## src/rtl/dds_wavegen_pkg.sv

```systemverilog
// Shared definitions for the DDS waveform generator: waveform encodings and
// default widths.
package dds_pkg;

    typedef enum logic [1:0] {
        WAVE_SINE   = 2'd0,
        WAVE_SQUARE = 2'd1,
        WAVE_TRI    = 2'd2,
        WAVE_SAW    = 2'd3
    } wave_e;

    localparam int DW_DEF = 8;
    localparam int PW_DEF = 16;
    localparam int LW_DEF = 8;

endpackage

```

## src/rtl/dds_wavegen_if.sv

```systemverilog
// Control and sample-stream bundle between a DDS controller and the generator.
interface dds_wavegen_if
    import dds_pkg::*;
#(
    parameter int DW = DW_DEF,
    parameter int PW = PW_DEF
);
    logic          en;
    logic          sync;
    logic [PW-1:0] fcw;
    logic [PW-1:0] phase_off;
    logic [1:0]    wave_sel;
    logic [DW-1:0] dout;
    logic          dout_valid;
    logic          wrap;

    modport master (
        output en, sync, fcw, phase_off, wave_sel,
        input  dout, dout_valid, wrap
    );

    modport slave (
        input  en, sync, fcw, phase_off, wave_sel,
        output dout, dout_valid, wrap
    );
endinterface

```

## src/rtl/dds_wavegen_sine_quarter_rom.sv

```systemverilog
// Quarter-wave sine magnitude table, entries round((2^(DW-1)-1)*sin(pi/2*k/N)).
// Purely combinational; the parent registers the read.
module sine_quarter_rom #(
    parameter int DW = 8,
    parameter int LW = 8
) (
    input  logic [LW-3:0] addr_i,
    output logic [DW-2:0] data_o
);
    localparam int  N       = 2 ** (LW - 2);
    localparam real AMP     = real'(2 ** (DW - 1) - 1);
    localparam real HALF_PI = 1.57079632679489661923;

    logic [DW-2:0] rom [N];

    for (genvar k = 0; k < N; k++) begin : g_entry
        localparam int V = $rtoi(AMP * $sin(HALF_PI * real'(k) / real'(N)) + 0.5);
        assign rom[k] = (DW-1)'(V);
    end

    assign data_o = rom[addr_i];
endmodule

```

## src/rtl/dds_wavegen.sv

```systemverilog
// Three-stage DDS generator: phase accumulator with period-boundary shadow
// registers, phase/address register, and registered waveform synthesis.
module dds_wavegen
    import dds_pkg::*;
#(
    parameter int DW = DW_DEF,
    parameter int PW = PW_DEF,
    parameter int LW = LW_DEF
) (
    input  logic          clk,
    input  logic          rst_n,
    dds_wavegen_if.slave  bus
);
    localparam logic [DW-1:0] MID = {1'b1, {(DW-1){1'b0}}};

    // Stage 0
    logic [PW-1:0] acc_q, acc_d;
    logic [PW-1:0] fcw_act_q, fcw_act_d;
    wave_e         sel_act_q, sel_act_d;
    logic          carry_q, carry_d;
    logic          v0_q, v0_d;
    logic [PW:0]   sum;

    // Stage 1
    logic [LW-1:0] addr;
    logic [1:0]    quad_q;
    logic [LW-3:0] idx_q;
    logic [DW-1:0] top_q;
    wave_e         sel1_q;
    logic          v1_q, c1_q;

    // Stage 2
    logic [DW-1:0] dout_q, dout_d;
    logic          valid_q, wrap_q;
    logic [LW-3:0] rom_addr;
    logic [DW-2:0] rom_data;
    logic [DW-1:0] tri_w;

    always_comb begin
        sum       = {1'b0, acc_q} + {1'b0, fcw_act_q};
        acc_d     = acc_q;
        carry_d   = 1'b0;
        v0_d      = bus.en & ~bus.sync;
        fcw_act_d = fcw_act_q;
        sel_act_d = sel_act_q;
        if (bus.sync) begin
            acc_d = '0;
        end else if (bus.en) begin
            acc_d   = sum[PW-1:0];
            carry_d = sum[PW];
        end
        // Shadows only follow the inputs when no period is in progress.
        if (!bus.en || bus.sync || sum[PW]) begin
            fcw_act_d = bus.fcw;
            sel_act_d = wave_e'(bus.wave_sel);
        end
    end

    assign addr = LW'((acc_q + bus.phase_off) >> (PW - LW));

    // Odd quadrants read the table mirrored.
    assign rom_addr = quad_q[0] ? ~idx_q : idx_q;
    assign tri_w    = {top_q[DW-2:0], 1'b0};

    sine_quarter_rom #(.DW(DW), .LW(LW)) u_rom (
        .addr_i (rom_addr),
        .data_o (rom_data)
    );

    always_comb begin
        dout_d = MID;
        case (sel1_q)
            WAVE_SINE:   dout_d = quad_q[1] ? (MID - {1'b0, rom_data})
                                            : (MID + {1'b0, rom_data});
            WAVE_SQUARE: dout_d = top_q[DW-1] ? '0 : '1;
            WAVE_TRI:    dout_d = top_q[DW-1] ? ~tri_w : tri_w;
            WAVE_SAW:    dout_d = top_q;
            default:     dout_d = MID;
        endcase
    end

    always_ff @(posedge clk or negedge rst_n) begin
        if (!rst_n) begin
            acc_q     <= '0;
            fcw_act_q <= '0;
            sel_act_q <= WAVE_SINE;
            carry_q   <= 1'b0;
            v0_q      <= 1'b0;
            quad_q    <= '0;
            idx_q     <= '0;
            top_q     <= '0;
            sel1_q    <= WAVE_SINE;
            v1_q      <= 1'b0;
            c1_q      <= 1'b0;
            dout_q    <= MID;
            valid_q   <= 1'b0;
            wrap_q    <= 1'b0;
        end else begin
            acc_q     <= acc_d;
            fcw_act_q <= fcw_act_d;
            sel_act_q <= sel_act_d;
            carry_q   <= carry_d;
            v0_q      <= v0_d;
            quad_q    <= addr[LW-1:LW-2];
            idx_q     <= addr[LW-3:0];
            top_q     <= DW'((acc_q + bus.phase_off) >> (PW - DW));
            sel1_q    <= sel_act_q;
            v1_q      <= v0_q;
            c1_q      <= carry_q;
            dout_q    <= dout_d;
            valid_q   <= v1_q;
            wrap_q    <= c1_q;
        end
    end

    assign bus.dout       = dout_q;
    assign bus.dout_valid = valid_q;
    assign bus.wrap       = wrap_q;
endmodule
```

## src/flat_wrapper.sv

```systemverilog
// flat-port wrapper written by rule: the top's interface ports become plain ports
module dds_wavegen_flat import dds_pkg::*;
#(
    parameter int DW = DW_DEF,
    parameter int PW = PW_DEF,
    parameter int LW = LW_DEF
)
  (clk, rst_n, bus_en, bus_sync, bus_fcw, bus_phase_off, bus_wave_sel, bus_dout, bus_dout_valid, bus_wrap);
  dds_wavegen_if #(.DW(DW), .PW(PW)) bus_i ();
  input  logic clk;
  input  logic rst_n;
  input wire logic [$bits(bus_i.en)-1:0] bus_en;
  input wire logic [$bits(bus_i.sync)-1:0] bus_sync;
  input wire logic [$bits(bus_i.fcw)-1:0] bus_fcw;
  input wire logic [$bits(bus_i.phase_off)-1:0] bus_phase_off;
  input wire logic [$bits(bus_i.wave_sel)-1:0] bus_wave_sel;
  output wire logic [$bits(bus_i.dout)-1:0] bus_dout;
  output wire logic [$bits(bus_i.dout_valid)-1:0] bus_dout_valid;
  output wire logic [$bits(bus_i.wrap)-1:0] bus_wrap;
  assign bus_i.en = bus_en;
  assign bus_i.sync = bus_sync;
  assign bus_i.fcw = bus_fcw;
  assign bus_i.phase_off = bus_phase_off;
  assign bus_i.wave_sel = bus_wave_sel;
  assign bus_dout = bus_i.dout;
  assign bus_dout_valid = bus_i.dout_valid;
  assign bus_wrap = bus_i.wrap;
  dds_wavegen #(.DW(DW), .PW(PW), .LW(LW)) u_core (.clk(clk), .rst_n(rst_n), .bus(bus_i));
endmodule
```

## config.mk

```make
export PLATFORM = sky130hd
export DESIGN_NAME = dds_wavegen_flat
export DESIGN_NICKNAME = d
export VERILOG_FILES = /design/src/rtl/dds_wavegen_pkg.sv /design/src/rtl/dds_wavegen_if.sv /design/src/rtl/dds_wavegen_sine_quarter_rom.sv /design/src/rtl/dds_wavegen.sv /design/src/flat_wrapper.sv
export SDC_FILE = /design/constraint.sdc
export NUM_CORES = 1
export LEC_CHECK = 0
export CAP_MARGIN = 15
export CELL_PAD_IN_SITES_DETAIL_PLACEMENT = 0
export CELL_PAD_IN_SITES_GLOBAL_PLACEMENT = 1
export CORE_UTILIZATION = 45
export DETAILED_ROUTE_END_ITERATION = 6
export PLACE_DENSITY_LB_ADDON = 0.1
export SYNTH_ARGS = -nofsm -noshare
export SYNTH_HDL_FRONTEND = slang
export SYNTH_SLANG_ARGS = --single-unit
```

## constraint.sdc

```tcl
create_clock -name clk -period 4.35 [get_ports clk]
set_input_delay 0.87 -clock clk [delete_from_list [all_inputs] [get_ports clk]]
set_output_delay 0.87 -clock clk [all_outputs]
set_load 0.02 [all_outputs]
```

==> metrics.yaml, run 1 <==
synth:
  synth_edf_count: 0
  yosys.cell_types.count: 72
  synthTopCellsByArea: "dfrtp_1 29%, ha_1 9.8%, a21oi_1 4.8%, xnor2_1 3.4%, nor2_1 3.3%"
  synth-warning-count: 0
  async_flop_share_pct: 100
  ys_seq_elements: 58
  syn-num-nets: 638
  ys.flop_type: "dfrtp_1"
  syn_avg_cell_area_sq_um: 8.85
  synth_area_sq_um: 4960
  netlist_instances: 560
  yosysTopAreaCell: "dfrtp_1"
  yosysSeqAreaShare_pct: 29.3
  synth_top_area_share_pct: 28.8
grt:
  grt_max_degree: 42
  antenna_found_initial: 0
  grt_pass1_vias: 4217
  grt_overflow: 0
  grt_pass1_wl_microns: 20200
  grt_usage_pct: 22.8
sta:
  finalCritPeriodShare_pct: 80.0
  max_freq_ghz: 0.287
  fin_crit_ns: 3.48
  worst_slew_pin_slew_ns: 0.951
  fin_skew_ns: 0.0146
  drv_slew: 0
  relSlewSlack_pct: 36.6
  finalSetupViolations: 0
  rsz0062_at_grt: "false"
  finalSetupTns_ns: 0
  hold_viol: 0
pwr:
  p_sw_uw: 2150
  p_sw_share_pct: 50.0
  power_frac_clock_pct: 11.4
  p_per_area_nw_per_um2: 761
  leakage_uw: 0.00248
  p_int_uw: 2150
  power.total_uw: 4300
  combPwrFrac_pct: 67.2
  share_seq_of_total_power_pct: 21.4
  peakVddDrop_uv: 399
drt:
  first_pass_iters: 6
  vias_per_cell: 5.92
  drc: 0
  drt_iter0_drc: 158
  postRouteAntennaNets: 0
  drt_wl_total_microns: 12100
  num_vias: 4368
  wl_per_cell_microns: 16.4
run:
  max_cap_violations: 0
final_layout:
  fillers: 976
  final-seq-area_sq_um: 1450
  nets: 675
  drive_gt1_share_pct: 9.30
  multi_input_area_sq_um: 3200
  final_util_pct: 53.8
  n_antenna_cell: 0
  area_delta_synth_final_pct: 14.0
clock_tree:
  cts_sinks: 58
  htree_levels: 3
  cts_tree: "built"
  post_cts_buffers: 0
  cts-buffers-inserted: 9
  clkTransAtPathRegs_ns: 0.07
  cts_root_buf: "clkbuf_8"
  cts_resized: 0
  clkLatencyLatePin_ns: 0.35
  clockBufferDepth: 2
  postCtsHoldBufs: 0
setup_path:
  cp_cell_sequence: "xor2_1 -> inv_1 -> ha_1 -> nor2b_1 -> o41ai_1 -> a31oi_1 -> a32oi_1 -> inv_1 -> ha_1 -> inv_1 -> o41ai_1 -> xor2_1 -> a221oi_1"
  slowest_stage: "dfrtp_1"
  cp.arrival_ns: 3.72
  crit_type: "flop to flop"
  crit_family: "compound AO/OA/AOI/OAI gates"
  critical_path_required_ns: 4.59
  critPathMaxStageDelay_ns: 0.57
  crit_path_start_kind: "flop"
  crit_path_end_kind: "flop"
  critPathBufInv: 3
  crit_top_cell: "inv_1"
  worstPathMaxFanout: 11
die:
  fp.dieW_microns: 107
  row_count: 37
  ios: 48
  design.die.area_sq_um: 11400
  die_h_microns: 107
  core_sq_um: 10500
  initial_core_util_pct: 47.2
place:
  port_buffers: 47
  dp_hpwl_microns: 8930
  place.gp.congestion: 0.937
run_status:
  status: "finished, final reports clean"
min_path:
  min_path_type: "flop to flop"
## Yosys cell counts (3+ instances only)
cell,instances
inv_1,22
and3_1,3
o21ai_0,29
or3_1,8
buf_4,5
and2_1,3
buf_2,11
or2_2,6
o31ai_1,5
o22ai_1,15
nor3b_1,4
o211a_1,3
mux2_2,10
a211oi_1,12
nand3_1,7
a31o_2,3
nand2b_1,17
clkbuf_1,8
buf_6,8
nor2_1,44
a21oi_1,48
mux2i_1,15
xnor2_1,19
o21bai_1,5
dfrtp_1,57
a31oi_1,8
and3b_1,4
o2111ai_1,4
o21ai_1,3
nand2_1,36
ha_1,39
a21o_1,10
a211o_1,4
nor3_1,9
mux2_1,10
xor2_1,8
o221ai_1,4
nor2b_1,11
## layout by cell type (no fill, tap or decap), drive strengths merged, types with 4 or more instances in the layout
| cell type | n |
|---|---|
| nor3 | 10 |
| o21bai | 5 |
| nand2b | 17 |
| o2111ai | 4 |
| ha | 39 |
| dfrtp | 57 |
| nand2 | 36 |
| or3 | 8 |
| o31ai | 6 |
| clkinv | 7 |
| nor2b | 11 |
| and3b | 4 |
| clkbuf | 10 |
| o22ai | 15 |
| or2 | 6 |
| mux2i | 15 |
| inv | 22 |
| clkdlybuf4s50 | 46 |
| o21ai | 32 |
| a211oi | 14 |
| buf | 12 |
| a211o | 4 |
| nor3b | 4 |
| mux2 | 20 |
| xnor2 | 19 |
| xor2 | 8 |
| a21oi | 49 |
| a31oi | 8 |
| nor2 | 44 |
| a21o | 10 |
| o221ai | 4 |
| nand3 | 7 |
## per-stage QoR
stage,std cells,instance area [sq um],hold WS (ns),setup WS (ns)
after global routing,738,5650,0.359,0.631
after CTS,738,5650,0.352,0.893
after detailed placement,722,5460,0.335,0.904
after global placement,722,5460,0.332,1.04
after floorplan,560,4960,0.331,1.04
final,738,5650,0.351,0.871
## worst paths after layout
kind	to	slack, ns	startpoint	cells after the start
hold reg to reg	u_core.v1_q$_DFF_PN0_	0.35	u_core.v0_q$_DFF_PN0_	0
min in group asynchronous	u_core.bus.dout[5]$_DFF_PN0_	0.66	rst_n	1
setup / recovery	u_core.bus.dout[4]$_DFF_PN0_	0.87	u_core.idx_q[0]$_DFF_PN0_	13
setup reg to reg	u_core.bus.dout[4]$_DFF_PN0_	0.87	u_core.idx_q[0]$_DFF_PN0_	13
hold / removal	u_core.v1_q$_DFF_PN0_	0.35	u_core.v0_q$_DFF_PN0_	0
max in group asynchronous	u_core.carry_q$_DFF_PN0_	2.87	rst_n	2
## cells by family after synthesis
family                   Yosys count  synth area share (%)
adder cells (fa/ha/maj)           40                  10.2
AO/OA/AOI/OAI                    180                  24.7
flip-flops                        58                  29.3
buffers and inverters             56                  6.11
XOR/XNOR                          27                  4.77
multiplexers                      36                  8.03
AND/OR/NAND/NOR                  163                  16.8
## flip-flops by register name, indices dropped and copies added (netlist names)
name	flops
u_core.bus.dout	8
u_core.sel_act_q	2
u_core.sel1_q	2
u_core.v0_q	1
u_core.c1_q	1
u_core.bus.wrap	1
u_core.top_q	1
u_core.idx_q	5
u_core.fcw_act_q	16
u_core.carry_q	1
u_core.acc_q	16
u_core.v1_q	1
u_core.bus.dout_valid	1
u_core.quad_q	2
## routing by layer
metal,global-route usage (%),part of all wire [%]
met1,27.8,43
met2,38.6,49
met3,4.44,5.0
met4,10.8,3.5
met5,0,0
## power by group through the flow
| stage | clock network (uW) | logic [uW] | registers, uW |
|---|---|---|---|
| 2_1_floorplan | 0 | 2300 | 812 |
| 3_3_place_gp | 0 | 2840 | 926 |
| 3_5_place_dp | 0 | 2850 | 925 |
| 4_1_cts | 506 | 2860 | 915 |
| 5_1_grt | 533 | 3170 | 946 |
| 6_report | 490 | 2890 | 921 |
## cell type report
class	instances	share of cell area, %
repair buffers	58	9.70
clock inverters	6	1.04
well taps	136	3.01
flip-flops and latches	58	25.7
clock buffers	10	2.26
inverters	24	1.59
multi-input cells	446	56.7
(Power assumes the default switching activity.)
==> run 2, diff against run 1 <==
- clock period: 4.35 -> 3.26 ns (I/O delays scaled with it)
==> run 2 against run 1 <==
  * Final area rose by 2.5%
  * Critical endpoint unchanged
  * Wire length rose by 1.6%
  * Die area did not move
  * Final cell count rose by 2.0%
  * Worst setup slack got worse by 0.67 ns
  * Via count rose by 0.62%
  * Core utilization rose by 1.4 points
==> metrics.yaml, run 2 (synthesis results as in run 1) <==
setup_path:
  critPathMaxStageDelay_ns: 0.44  # was 0.57 ns
  crit_top_cell: "inv_1"  # unchanged
  crit_path_start_kind: "flop"  # unchanged
  crit_family: "compound AO/OA/AOI/OAI gates"  # unchanged
  critical_path_required_ns: 3.51  # was 4.59 ns
  crit_type: "flop to flop"  # unchanged
  reg2reg_depth: 13  # unchanged
  rrSetupSlack_ns: 0.20  # was 0.87 ns
  reg2reg_from: "u_core.quad_q[0]$_DFF_PN0_"  # was u_core.idx_q[0]$_DFF_PN0_
  critPathBufInv: 3  # unchanged
  setup.worst_path.start: "u_core.quad_q[0]$_DFF_PN0_"  # was u_core.idx_q[0]$_DFF_PN0_
  slowest_stage: "dfrtp_1"  # unchanged
  crit_cells: 13  # unchanged
  r2r_end: "u_core.bus.dout[4]$_DFF_PN0_"  # unchanged
  crit_end: "u_core.bus.dout[4]$_DFF_PN0_"  # unchanged
  worstPathMaxFanout: 8  # was 11
  cp.arrival_ns: 3.31  # was 3.72 ns
  cp_cell_sequence: "xnor2_2 -> inv_1 -> ha_1 -> nor2b_1 -> o41ai_1 -> a31oi_1 -> a32oi_1 -> inv_1 -> ha_1 -> inv_1 -> o41ai_2 -> xor2_1 -> a221oi_1"  # was xor2_1 -> inv_1 -> ha_1 -> nor2b_1 -> o41ai_1 -> a31oi_1 -> a32oi_1 -> inv_1 -> ha_1 -> inv_1 -> o41ai_1 -> xor2_1 -> a221oi_1
  crit_path_end_kind: "flop"  # unchanged
run_status:
  status: "finished, final reports clean"  # unchanged
pwr:
  p_per_area_nw_per_um2: 1020  # was 761 nW/um^2
  power.total_uw: 5910  # was 4300 uW
  p_sw_share_pct: 49.7  # was 50.0%
  p_int_uw: 2980  # was 2150 uW
  p_sw_uw: 2940  # was 2150 uW
  power_frac_clock_pct: 9.7  # was 11.4%
  share_seq_of_total_power_pct: 19.2  # was 21.4%
  leakage_uw: 0.00255  # was 0.00248 uW
  combPwrFrac_pct: 71.1  # was 67.2%
  peakVddDrop_uv: 409  # was 399 uV
clock_tree:
  postCtsHoldBufs: 0  # unchanged
  cts_root_buf: "clkbuf_8"  # unchanged
  cts-buffers-inserted: 9  # unchanged
  clockBufferDepth: 2  # unchanged
  clkTransAtPathRegs_ns: 0.08  # was 0.07 ns
  cts_sinks: 58  # unchanged
  htree_levels: 3  # unchanged
  clkLatencyLatePin_ns: 0.35  # about the same
  cts_tree: "built"  # unchanged
  post_cts_buffers: 0  # unchanged
sta:
  final.setup.worst_slack_ns: 0.203  # was 0.871 ns
  fin_skew_ns: 0.0117  # was 0.0146 ns
  max_freq_ghz: 0.327  # was 0.287 GHz
  finalSetupTns_ns: 0  # unchanged
  hold_viol: 0  # unchanged
  finalCritPeriodShare_pct: 93.8  # was 80.0%
  rsz0062_at_grt: "false"  # unchanged
  worst_slew_pin_slew_ns: 0.758  # was 0.951 ns
  relSlewSlack_pct: 49.5  # was 36.6%
  finalSetupViolations: 0  # unchanged
  drv_slew: 0  # unchanged
  fin_crit_ns: 3.06  # was 3.48 ns
final_layout:
  nets: 690  # was 675
  drive_gt1_share_pct: 12.0  # was 9.30%
  fillers: 937  # was 976
  final_cell_mix: "57 x dfrtp_1, 48 x a21oi_1, 46 x clkdlybuf4s50_1, 44 x nor2_1, 39 x ha_1"  # unchanged
  area_delta_synth_final_pct: 16.9  # was 14.0%
  final_common_cell: "dfrtp_1"  # unchanged
  final_util_pct: 55.1  # was 53.8%
  n_antenna_cell: 0  # unchanged
drt:
  drc: 0  # unchanged
  num_vias: 4395  # was 4368
  first_pass_iters: 4  # was 6
  drt_iter0_drc: 164  # was 158
  postRouteAntennaNets: 0  # unchanged
  vias_per_cell: 5.84  # was 5.92
  wl_per_cell_microns: 16.3  # was 16.4 microns
  drt_wl_total_microns: 12300  # was 12100 microns
place:
  place.gp.congestion: 0.926  # was 0.937
  place_ws_ns: 0.0718  # was 0.904 ns
  dp_hpwl_microns: 9340  # was 8930 microns
  port_buffers: 47  # unchanged
die:
  fp.dieW_microns: 107  # unchanged
  core_sq_um: 10500  # unchanged
  ios: 48  # unchanged
  die_h_microns: 107  # unchanged
  design.die.area_sq_um: 11400  # unchanged
  row_count: 37  # unchanged
  initial_core_util_pct: 47.2  # unchanged
min_path:
  min_path_type: "flop to flop"  # unchanged
grt:
  grt_max_degree: 59  # was 42
  grt_pass1_wl_microns: 20600  # was 20200 microns
  grt_usage_pct: 23.2  # was 22.8%
  met1_usage_pct: 28.6  # was 27.8%
  grt_pass1_vias: 4231  # was 4217
  gr-usage-met3_pct: 5.11  # was 4.44%
  grt_overflow: 0  # unchanged
  busiest_layer: "met2"  # unchanged
  use_met2_pct: 38.3  # was 38.6%
  antenna_found_initial: 0  # unchanged
run:
  max_cap_violations: 0  # unchanged
## run 2: cell type report
type / count / area, sq um / share of cell area, %
inverter: 24 / 90.1 / 1.56
clock buffer: 10 / 128 / 2.20
multi-input combinational: 446 / 3220 / 55.7
clock inverter: 6 / 42.5 / 0.734
timing repair buffer: 73 / 686 / 11.8
sequential: 58 / 1450 / 25.1
tap: 136 / 170 / 2.94
## run 2: power groups by stage
stage          registers, uW  clock network, uW  logic (uW)
6_report                1130                575        4200
4_1_cts                 1120                604        4140
2_1_floorplan           1080                  0        3080
3_5_place_dp            1140                  0        4130
3_3_place_gp            1130                  0        4110
5_1_grt                 1170                636        4610
## run 2: repair_timing
action                                  4_1_cts  5_1_grt
gates resized for setup                       0        2
endpoints found under the setup margin        0        5
endpoints found under the hold margin         0        0
## run 2: routing by layer
metal / vias up / wire length [microns]
met3: 29 / 555
met5: - / 0
met1: 2068 / 5400
met2: 115 / 5900
li1: 2183 / -
met4: 0 / 445
## run 2: worst min path at each step
stage,from,slack (ns),to,cells after the start
floorplan,u_core.v1_q$_DFF_PN0_,0.33,u_core.bus.dout_valid$_DFF_PN0_,0
global placement,u_core.carry_q$_DFF_PN0_,0.33,u_core.c1_q$_DFF_PN0_,0
detailed placement,u_core.v1_q$_DFF_PN0_,0.34,u_core.bus.dout_valid$_DFF_PN0_,0
CTS,u_core.v1_q$_DFF_PN0_,0.35,u_core.bus.dout_valid$_DFF_PN0_,0
global route,u_core.v0_q$_DFF_PN0_,0.36,u_core.v1_q$_DFF_PN0_,0
finish,u_core.v1_q$_DFF_PN0_,0.35,u_core.bus.dout_valid$_DFF_PN0_,0
## run 2: per-stage QoR
stage               area (sq um)  hold WS [ns]  cells
detailed placement          5610         0.339    737
finish                      5790         0.351    753
CTS                         5780         0.355    753
global route                5790         0.365    753
floorplan                   4960         0.331    560
global placement            5610         0.332    737
==> run 3, diff against run 2 <==
- CORE_ASPECT_RATIO: default -> 1.5
- CORE_UTILIZATION: 45 -> 40
- clock period: 3.26 -> 2.49 ns (I/O delays scaled with it)
==> run 3 against run 2 <==
  * The flow now finishes with violations (setup timing)
  * Core utilization rose by 7.3 points
  * Sequential share of layout area fell by 5.7 points
  * Non-clock buffer count rose by 133
  * Clock skew decreased by 0.0048 ns
  * Largest cell class unchanged
  * Count of clock-buffer cells in the layout down 1
==> metrics.yaml, run 3 (synthesis results as in run 1) <==
run_status:
  status: "finished, violations left"  # was finished, final reports clean
  violations: "setup timing"
clock_tree:
  clockBufferDepth: 2  # unchanged
  htree_levels: 3  # unchanged
  cts_root_buf: "clkbuf_16"  # was clkbuf_8
  clkTransAtPathRegs_ns: 0.06  # was 0.08 ns
  cts-buffers-inserted: 9  # unchanged
  cts_tree: "built"  # unchanged
  postCtsHoldBufs: 0  # unchanged
  cts_sinks: 58  # unchanged
  clkLatencyLatePin_ns: 0.33  # was 0.35 ns
setup_path:
  cp.arrival_ns: 3.04  # was 3.31 ns
  reg2reg_from: "u_core.quad_q[0]$_DFF_PN0_"  # unchanged
  cp_cell_sequence: "xor2_4 -> inv_4 -> buf_6 -> ha_4 -> nor2_4 -> a211oi_2 -> o22a_1 -> a211o_1 -> nand2_2 -> ha_2 -> inv_2 -> o41ai_4 -> xor2_1 -> a221oi_2"  # was xnor2_2 -> inv_1 -> ha_1 -> nor2b_1 -> o41ai_1 -> a31oi_1 -> a32oi_1 -> inv_1 -> ha_1 -> inv_1 -> o41ai_2 -> xor2_1 -> a221oi_1
  critical_path_required_ns: 2.73  # was 3.51 ns
  critPathMaxStageDelay_ns: 0.48  # was 0.44 ns
  slowest_stage: "dfrtp_2"  # was dfrtp_1
  worstPathMaxFanout: 8  # unchanged
  setup.worst_path.start: "u_core.quad_q[0]$_DFF_PN0_"  # unchanged
  crit_path_start_kind: "flop"  # unchanged
  crit_type: "flop to flop"  # unchanged
  crit_path_end_kind: "flop"  # unchanged
die:
  row_count: 49  # was 37
  die_h_microns: 138  # was 107 microns
  design.die.area_sq_um: 12900  # was 11400 sq um
  core_sq_um: 12000  # was 10500 sq um
  fp.dieW_microns: 92.9  # was 107 microns
  initial_core_util_pct: 41.3  # was 47.2%
  ios: 48  # unchanged
grt:
  grt_pass1_vias: 5183  # was 4231
  grt_usage_pct: 26.7  # was 23.2%
  grt_pass1_wl_microns: 26400  # was 20600 microns
  grt_max_degree: 32  # was 59
  grt_overflow: 0  # unchanged
  antenna_found_initial: 0  # unchanged
pwr:
  peakVddDrop_uv: 644  # was 409 uV
  power.total_uw: 11600  # was 5910 uW
  leakage_uw: 0.00342  # was 0.00255 uW
  p_per_area_nw_per_um2: 1550  # was 1020 nW/um^2
final_layout:
  final_cell_mix: "144 x buf_4, 55 x dfrtp_1, 46 x clkdlybuf4s50_1, 42 x nor2_1, 41 x a21oi_1"  # was 57 x dfrtp_1, 48 x a21oi_1, 46 x clkdlybuf4s50_1, 44 x nor2_1, 39 x ha_1
  n_antenna_cell: 0  # unchanged
  drive_gt1_share_pct: 36.4  # was 12.0%
  fin_cells: 903  # was 753
  area_delta_synth_final_pct: 51.4  # was 16.9%
  final_common_cell: "buf_4"  # was dfrtp_1
  nets: 823  # was 690
  fillers: 1075  # was 937
drt:
  num_vias: 5007  # was 4395
  wl_per_cell_microns: 17.9  # was 16.3 microns
  vias_per_cell: 5.54  # was 5.84
  first_pass_iters: 4  # unchanged
  drt_iter0_drc: 154  # was 164
  drt_wl_total_microns: 16200  # was 12300 microns
  drc: 0  # unchanged
  postRouteAntennaNets: 0  # unchanged
sta:
  drv_slew: 0  # unchanged
  hold_viol: 0  # unchanged
  relSlewSlack_pct: 65.2  # was 49.5%
  fin_crit_ns: 2.81  # was 3.06 ns
  rsz0062_at_grt: "true"  # was false
  final.setup.worst_slack_ns: -0.316  # was 0.203 ns
  fin_skew_ns: 0.00687  # was 0.0117 ns
  max_freq_ghz: 0.356  # was 0.327 GHz
  finalSetupViolations: 26  # was 0
  finalCritPeriodShare_pct: 113  # was 93.8%
  worst_slew_pin_slew_ns: 0.520  # was 0.758 ns
place:
  place.gp.congestion: 0.853  # was 0.926
  port_buffers: 47  # unchanged
  placedCellCount: 862  # was 737
  place_ws_ns: -0.535  # was 0.0718 ns
  dp_hpwl_microns: 12000  # was 9340 microns
min_path:
  min_path_type: "input port to asynchronous set/reset pin"  # was flop to flop
run:
  max_cap_violations: 0  # unchanged
[run 3: cell count changes in the layout (fill, tap and decap cells not counted), moves of 5 or more]
| cell | previous run | this run |
|---|---|---|
| o21ai_0 | 29 | 23 |
| buf_4 | 24 | 144 |
| ha_2 | 0 | 5 |
| clkbuf_16 | 0 | 9 |
| ha_4 | 0 | 6 |
| ha_1 | 39 | 28 |
| a21oi_1 | 48 | 41 |
| mux2_1 | 10 | 0 |
| mux2_4 | 0 | 18 |
| buf_6 | 0 | 10 |
| mux2_2 | 10 | 2 |
| clkbuf_8 | 9 | 0 |
| o21ai_2 | 0 | 5 |
| a21oi_2 | 1 | 7 |
[run 3: worst paths after layout]
kind	cells past startpoint	slack, ns	endpoint
setup / recovery	14	-0.32	u_core.bus.dout[4]$_DFF_PN0_
hold / removal	1	0.03	u_core.carry_q$_DFF_PN0_
setup reg to reg	14	-0.32	u_core.bus.dout[4]$_DFF_PN0_
hold reg to reg	0	0.35	u_core.bus.dout_valid$_DFF_PN0_
max in group asynchronous	2	1.89	u_core.bus.dout[7]$_DFF_PN1_
min in group clk	0	0.35	u_core.bus.dout_valid$_DFF_PN0_
[run 3: worst max-delay path, delay by kind of cell, from the launching register on]
kind | cells | cell delay, ns
adders and majority gates | 2 | 0.37
and+or+nand+nor | 2 | 0.19
DFF | 1 | 0.48
xor gates and xnor gates | 2 | 0.36
AOI/OAI and AO/OA | 5 | 1.07
buffers and inverters | 3 | 0.26
[run 3: metal layers]
layer / global-route usage, % / vias up / wire [microns]
li1: - / 2435 / -
met1: 29.3 / 2398 / 6110
met2: 48.8 / 134 / 8900
met3: 3.52 / 40 / 465
met4: 13.9 / 0 / 706
met5: 0 / - / 0
[run 3: report_power, final]
part           internal [uW]  total [uW]  switching (uW)
combinational           4470        8740            4260
sequential              1190        1460             265
clock                    985        1450             469
[run 3: stage by stage]
stage | setup TNS, ns | utilization (%) | cell area [sq um] | hold slack, ns
after floorplan | -7.70 | - | 5110 | 0.202
after global placement | -7.89 | 54.9 | 6600 | 0.332
after detailed placement | -9.11 | 54.9 | 6600 | 0.336
after CTS | -6.02 | 61.0 | 7330 | 0.0262
after global routing | -9.39 | 62.5 | 7510 | 0.0318
final | -5.76 | 62.5 | 7510 | 0.0282
[run 3: area by class of cell]
class | instances | area [sq um] | area share (%)
clock buffer | 9 | 225 | 3.00
tap | 153 | 191 | 2.55
inverter | 24 | 92.6 | 1.23
clock inverter | 7 | 125 | 1.67
timing repair buffer | 206 | 1760 | 23.4
multi-input combinational | 446 | 3660 | 48.7
sequential | 58 | 1460 | 19.4
[run 3: repair_timing]
item	4_1_cts	5_1_grt
endpoints found under the hold margin	0	0
gates cloned	1	0
gates resized for setup	45	40
endpoints found under the setup margin	30	33
setup buffers	24	8
pin swaps	20	18
